### config.mk
export PLATFORM = sky130hd
export DESIGN_NAME = decoder_5to32_reg
export DESIGN_NICKNAME = d
export VERILOG_FILES = /design/src/rtl/decoder_5to32_reg.sv
export SDC_FILE = /design/constraint.sdc
export NUM_CORES = 1
export LEC_CHECK = 0
export CAP_MARGIN = 0
export CORE_MARGIN = 1
export CORE_UTILIZATION = 40
export DETAILED_ROUTE_END_ITERATION = 16
export PLACE_DENSITY = 0.74
export REMOVE_ABC_BUFFERS = 1
export SETUP_SLACK_MARGIN = 0.1
export SLEW_MARGIN = 20
export SYNTH_ARGS = -nofsm -noshare
export SYNTH_HDL_FRONTEND = slang
export SYNTH_SLANG_ARGS = --single-unit
### constraint.sdc
create_clock -name CLK -period 0.8 [get_ports CLK]
set_input_delay 0.24 -clock CLK [delete_from_list [all_inputs] [get_ports CLK]]
set_output_delay 0.24 -clock CLK [all_outputs]
set_load 0.005 [all_outputs]
### src/rtl/decoder_5to32_reg.sv
// -----------------------------------------------------------------------------
// decoder_5to32_reg
//
// Registered 5-to-32 one-hot decoder with enable. Turns a 5-bit register index
// into 32 individual select / write-enable lines, one per register-file entry.
// The result is captured in flops so downstream write-enable logic only ever
// sees clean, glitch-free selects.
//
// Ports:
//   CLK    in   1   system clock, rising-edge triggered
//   RST_N  in   1   asynchronous active-low reset, clears OUT immediately
//   IN     in   5   binary select index, 0..31 (every code is valid)
//   EN     in   1   decode enable, active-high; EN=0 decodes to all-zero
//   OUT    out  32  registered one-hot select, bit k set means IN==k decoded
//
// Timing: IN/EN sampled at edge n appear on OUT right after edge n. OUT comes
// straight from flops; there is no combinational path from IN or EN to OUT.
//
// decoder_5to32_reg_chk is a property checker for the one-hot invariant. It is
// bound by the environment, not instantiated in the datapath.
// -----------------------------------------------------------------------------
module decoder_5to32_reg (
    input  logic        CLK,
    input  logic        RST_N,
    input  logic [4:0]  IN,
    input  logic        EN,
    output logic [31:0] OUT
);

    // Binary index to one-hot word. The index range exactly covers the
    // 32 output bits, so there is no out-of-range code to guard against.
    function automatic logic [31:0] onehot_decode(input logic [4:0] idx);
        logic [31:0] word;
        word = 32'h0000_0001 << idx;
        return word;
    endfunction

    logic [31:0] dec_s;
    logic [31:0] out_r;

    // Next select word: one-hot of IN when enabled, all-zero otherwise.
    always_comb begin
        dec_s = 32'h0000_0000;
        if (EN) begin
            dec_s = onehot_decode(IN);
        end else begin
            dec_s = 32'h0000_0000;
        end
    end

    // Select register: async clear, otherwise capture the decoded word.
    always_ff @(posedge CLK or negedge RST_N) begin
        if (!RST_N) begin
            out_r <= 32'h0000_0000;
        end else begin
            out_r <= dec_s;
        end
    end

    assign OUT = out_r;

endmodule


# Word-level counts from Yosys, hierarchy flattened
# Index checks and enable logic that the tools add are counted.
# W data, S select, Z words.
# word_totals
wordCells	3
register_bits	32
# classes
n_mux	1
shifts	1
# op_table
operator	n
$mux W32	1
$shl A1 B5 Y32 const A	1

# Logic depth before layout (Yosys ltp)
# Gate-level depths: netlist of the first run.
# depth
ltp_word	2
mapped_depth	3

# Least setup slack after synthesis of the first run
# Ideal clock, no wire load.
# synth_timing
path_type	in2reg
start	input port IN[1]
end	register out_r[5], in the netlist OUT[5]
setup_ns	0.072
arrival_ns	0.859
stages	2
slack_ns	-0.132
required_time_ns	0.728
cell_sequence	or4b_4 > nor2_1
# synth_via
elab_chain_len	2
# synth_rtl
item	line_no	rtl
from (decl)	25	input logic [4:0] IN,
$shl A1 B5 Y32	34	word = 32'h0000_0001 << idx;
$mux W32	44	if (EN) begin
via dec_s[5]	38	logic [31:0] dec_s;
to (signal assigned)	56	out_r <= dec_s;
to (decl)	39	logic [31:0] out_r;
# The timed path passes the listed nets, and every way through them passes these cells.

# Worst setup path in the final report of the first run
# layout_timing
start	register out_r[3], in the netlist OUT[3]
end	output port OUT[3]
# layout_lines
item	line_no	rtl
to (decl)	27	output logic [31:0] OUT
# No word-level cell between the ends.

==> results of run 1 <==
==> how the worst max path moves through the flow <==
stage	from	end	slack [ns]
after detailed placement	IN[1]	OUT[0]	-0.61
after global routing	OUT[3]	OUT[3]	-0.33
final	OUT[3]	OUT[3]	-0.29
after floorplan	IN[1]	OUT[4]	-0.13
after global placement	IN[1]	OUT[5]	-0.59
after CTS	OUT[3]	OUT[3]	-0.31
==> final cells by class <==
type / instances / area share, %
tap: 30 / 2.56
sequential: 32 / 54.6
clock inverter: 2 / 0.683
timing repair buffer: 46 / 18.9
clock buffer: 6 / 3.50
multi-input combinational: 44 / 19.7
==> cell usage in the layout (no fill, tap or decap), types with 3 or more instances in the layout <==
master    netlist  routed
buf_2           0      34
buf_4           0       6
clkbuf_4        0       5
dfrtp_1        32      32
nand4b_1        3       3
nor2_1         32      23
nor2_2          0       7
==> layer usage <==
layer  vias to the layer above  global-route usage, %
li1                        352                      -
met1                       383                   19.0
met2                        37                   28.9
met3                         3                   7.47
met4                         0                   6.58
met5                         -                      0
==> cell families after synthesis <==
| logic type | after synthesis |
|---|---|
| AND/OR/NAND/NOR | 44 |
| flip-flops | 32 |
| buffers and inverters | 3 |
==> per-stage QoR <==
stage	utilization [%]	worst slack [ns]	hold WS, ns	area [sq um]
global placement	61.8	-0.588	0.617	1520
finish	59.7	-0.288	0.183	1470
detailed placement	61.8	-0.606	0.625	1520
floorplan	-	-0.132	-0.0556	1020
CTS	57.3	-0.309	0.160	1410
global route	59.7	-0.333	0.181	1470
==> where the power goes <==
part / leakage, nW / internal, W / total [W] / switching (W)
combinational: 0.322 / 0.0000939 / 0.000221 / 0.000127
clock: 0.0380 / 0.000417 / 0.000938 / 0.000520
sequential: 0.445 / 0.00163 / 0.00163 / 0.00000382
==> what timing repair did <==
action,in CTS,in global routing
pin swaps,3,3
setup endpoints to repair,64,49
gates resized for setup,148,21
==> results_dict.tcl, run 1 <==
set metrics [dict create \
    first_global_vias 714 \
    cp_top_family "flip-flops" \
    cp.depth 1 \
    die_h_um 52.9 \
    holdBufCountCts 0 \
    cts_tree "yes" \
    wl_per_cell_um 13.7 \
    ant_nets 0 \
    drt-pass1-iter-count 4 \
    yosys.area.top_type "dfrtp_1" \
    path_max_fanout 1 \
    min-delay-path-class "in2reg" \
    grt_pass1_wl_um 3170 \
    dr_wl_met2_um 1130 \
    dp.cells 152 \
    synth_fa_ha_area_share_pct 0 \
    power_density_nw_per_um2 1900 \
    synth_area_leaders "dfrtp_1 (77%), nor2_1 (12%), nand4bb_1 (3.3%)" \
    antenna_found_initial 0 \
    std_cell_rows 18 \
    clock_sinks 32 \
    cp_cell_sequence "buf_2" \
    multiInputGateArea_sq_um 289 \
    synthTopCellsByCount "dfrtp_1 (32), nor2_1 (32), clkbuf_1 (3), nand4b_1 (3), nand4bb_1 (3)" \
    status "complete, but fails checks" \
    initial_core_util_pct 42.2 \
    synth_async_sr_flop_share_pct 100 \
    grt_usage_pct 17.2 \
    avgSynthCellArea_sq_um 13.1 \
    hpwl_um 1490 \
    synth_ff_type "dfrtp_1" \
    synth_cells 79 \
    timing.final.ws_setup_ns -0.288 \
    fillers 214 \
    dr.max_layer_used "met4" \
    total_power_w 0.00279 \
    min_from "IN[4]" \
    arrival_ns 0.85 \
    max-slew-margin-rel_pct 82.4 \
    nNetsFinal 137 \
    dr_wl_met3_um 188 \
    crit_type "reg2out" \
    synth_simple_gate_area_share_pct 21.5 \
    fp.coreArea_sq_um 2450 \
    finalNonFillerCells 160 \
    routed_wirelength_um 2200 \
    hold_depth 3 \
    synth_edf_count 0 \
    cts_max_level 2 \
    crit_buf_inv 1 \
    ios 40 \
    drive_above_1_share_pct 52.3 \
    worstSetupEndpointType "output pin" \
    avgViaCountPerCell 4.84 \
    synth_compound_gate_area_share_pct 0 \
    synthMuxAreaShare_pct 0 \
    min_to "OUT[1]" \
    wl_met1_um 848 \
    fin_tns_setup_ns -8.27 \
    period_share_pct 136 \
    max_freq_mhz 919 \
    clk_pin_slew_ns 0.09 \
    die-area_sq_um 2790 \
    yosys.area_share.xor_xnor_pct 0 \
    root_buffer "clkbuf_4" \
    ir_drop_uv 1540 \
    violations "setup timing" \
    slew_viol_final 0 \
    cts_setup_buffers 0 \
    chipWidth_um 52.9 \
    critical-path-max-stage-delay_ns 0.39 \
    hold_viol 0 \
    grt_max_degree 33 \
    ys_seq_elements 32 \
    fin_crit_ns 1.09 \
    p_leak_nw 0.805 \
    gr-total-overflow 0 \
    drc 0 \
    synth_area_sq_um 1030 \
    area.sequential_sq_um 801 \
    rsz0062_at_grt "true" \
    synth_top_family_by_area "simple AND/OR/NAND/NOR gates" \
    drt_iter0_markers 6 \
    worst-endpoint-required_ns 0.56 \
    area_growth_pct 41.7 \
    numCtsBuffers 5 \
    synth_warnings 0 \
    place_congestion 0.747 \
    cpMaxStageDelayCell "dfrtp_1" \
    start_kind "register" \
    worstMarginPinSlew_ns 0.262 \
    num_antenna_cells 0 \
    cts_max_path_buffers 2 \
    largest_reg_flops 32 \
    synth_top_area_share_pct 77.4 \
    ys_types 10 \
    synth_seq_area_share_pct 77.4 \
    port_buffers 39 \
    vias 775 \
    setup_viol 32 \
    max_cap_violations 0 \
]
(Power assumes the default switching activity.)
==> run 2, diff against run 1 <==
Settings changed: CORE_UTILIZATION 40 to 42, PLACE_DENSITY 0.74 to 0.77.
==> run 2 against run 1 <==
The run still ends with setup timing left. Core utilization is 4.6 points higher. Routed wire length is 1.1% higher. Cell area hardly changed. First-iteration DRC count grew to 2.7 times the previous value. Global-route usage is 2.2 points higher. Maximum frequency is 2.2% higher. Flip-flop and latch count stayed put. Via count is 0.52% lower. Hold slack better by 0.023 ns. Sequential share of layout area hardly changed.
==> results_dict.tcl, run 2 (synthesized netlist as in run 1, its figures left out) <==
set metrics [dict create \
    violations "setup timing" \
    antenna_found_initial 0 \
    drt_iter0_markers 16 \
    hpwl_um 1500 \
    ios 40 \
    path_max_fanout 1 \
    hold_ws_ns 0.207 \
    die_h_um 51.6 \
    fp.coreArea_sq_um 2280 \
    nNetsFinal 137 \
    arrival_ns 0.82 \
    drt-pass1-iter-count 4 \
    cts_max_path_buffers 2 \
    finalNonFillerCells 155 \
    max-slew-margin-rel_pct 86.2 \
    min-delay-path-class "in2reg" \
    use_met1_pct 24.6 \
    cpMaxStageDelayCell "dfrtp_1" \
    drive_above_1_share_pct 48.0 \
    root_buffer "clkbuf_4" \
    vias 771 \
    max_freq_mhz 939 \
    total_power_w 0.00262 \
    cts_max_level 2 \
    holdBufCountCts 0 \
    utilization_pct 64.4 \
    cts_tree "yes" \
    cp_top_family "flip-flops" \
    first_global_vias 757 \
    status "complete, but fails checks" \
    setup_viol 32 \
    gr-total-overflow 0 \
    ant_nets 0 \
    num_antenna_cells 0 \
    drc 0 \
    clk_pin_slew_ns 0.08 \
    initial_core_util_pct 45.5 \
    power_density_nw_per_um2 1790 \
    final_common_cell "buf_2" \
    crit_type "reg2out" \
    grt_max_degree 33 \
    ir_drop_uv 1420 \
    worst-endpoint-required_ns 0.56 \
    clock_sinks 32 \
    avgViaCountPerCell 4.97 \
    place_congestion 0.758 \
    cp_cell_sequence "buf_2" \
    routed_wirelength_um 2220 \
    p_leak_nw 0.804 \
    grt_usage_pct 19.3 \
    numCtsBuffers 5 \
    cts_setup_buffers 0 \
    timing.final.ws_setup_ns -0.265 \
    wl_per_cell_um 14.3 \
    largest_reg_flops 32 \
    chipWidth_um 51.6 \
    dp.cells 150 \
    max_cap_violations 0 \
    globalRouteMet2Util_pct 30.3 \
    period_share_pct 133 \
    port_buffers 39 \
    fin_crit_ns 1.06 \
    layout_common_cells "buf_2 (34), dfrtp_1 (32), nor2_1 (29), clkbuf_4 (5), buf_4 (5)" \
    crit_buf_inv 1 \
    use_met3_pct 5.56 \
    die-area_sq_um 2670 \
    grt_pass1_wl_um 3510 \
    slew_viol_final 0 \
    critical-path-max-stage-delay_ns 0.38 \
    std_cell_rows 17 \
    start_kind "register" \
    worstMarginPinSlew_ns 0.206 \
    area_growth_pct 41.6 \
    hold_viol 0 \
    post-place-ws_ns -0.656 \
    fillers 170 \
    rsz0062_at_grt "true" \
    busiest_layer "met2" \
    worstSetupEndpointType "output pin" \
]
run 2: layer usage:
layer  wire, um  share of wire (%)
met1        920                 41
met2       1110                 50
met3        141                6.3
met4         45                2.0
met5          0                  0
run 2: where the power goes:
| part | leakage, nW | switching (W) | internal, W |
|---|---|---|---|
| combinational | 0.336 | 0.000129 | 0.000107 |
| clock | 0.0230 | 0.000459 | 0.000293 |
| sequential | 0.445 | 0.00000378 | 0.00163 |
| total | 0.804 | 0.000592 | 0.00203 |
run 2: path summary, 6_finish.rpt:
check / endpoint / start / cells after the start
worst max-delay path: OUT[9] / OUT[9] / 1
worst min-delay path: OUT[4] / IN[4] / 3
max in group asynchronous: OUT[11] / RST_N / 2
min in group asynchronous: OUT[2] / RST_N / 2
run 2: cell type report:
class / count / area [sq um] / share of cell area (%)
sequential: 32 / 801 / 54.7
tap: 28 / 35.0 / 2.39
timing repair buffer: 46 / 288 / 19.6
clock buffer: 5 / 37.5 / 2.56
multi-input combinational: 44 / 304 / 20.8
run 2: timing repair:
item	4_1_cts	5_1_grt
gates cloned	0	0
resized for setup	156	12
endpoints found under the hold margin	0	0
pin swaps	3	6
endpoints found under the setup margin	64	47
run 2: through the flow:
stage          area, sq um  TNS (ns)
3_3_place_gp          1510    -23.42
3_5_place_dp          1510    -24.62
5_1_grt               1470     -8.99
4_1_cts               1400     -8.12
2_1_floorplan         1020    -0.527
6_report              1470     -7.77
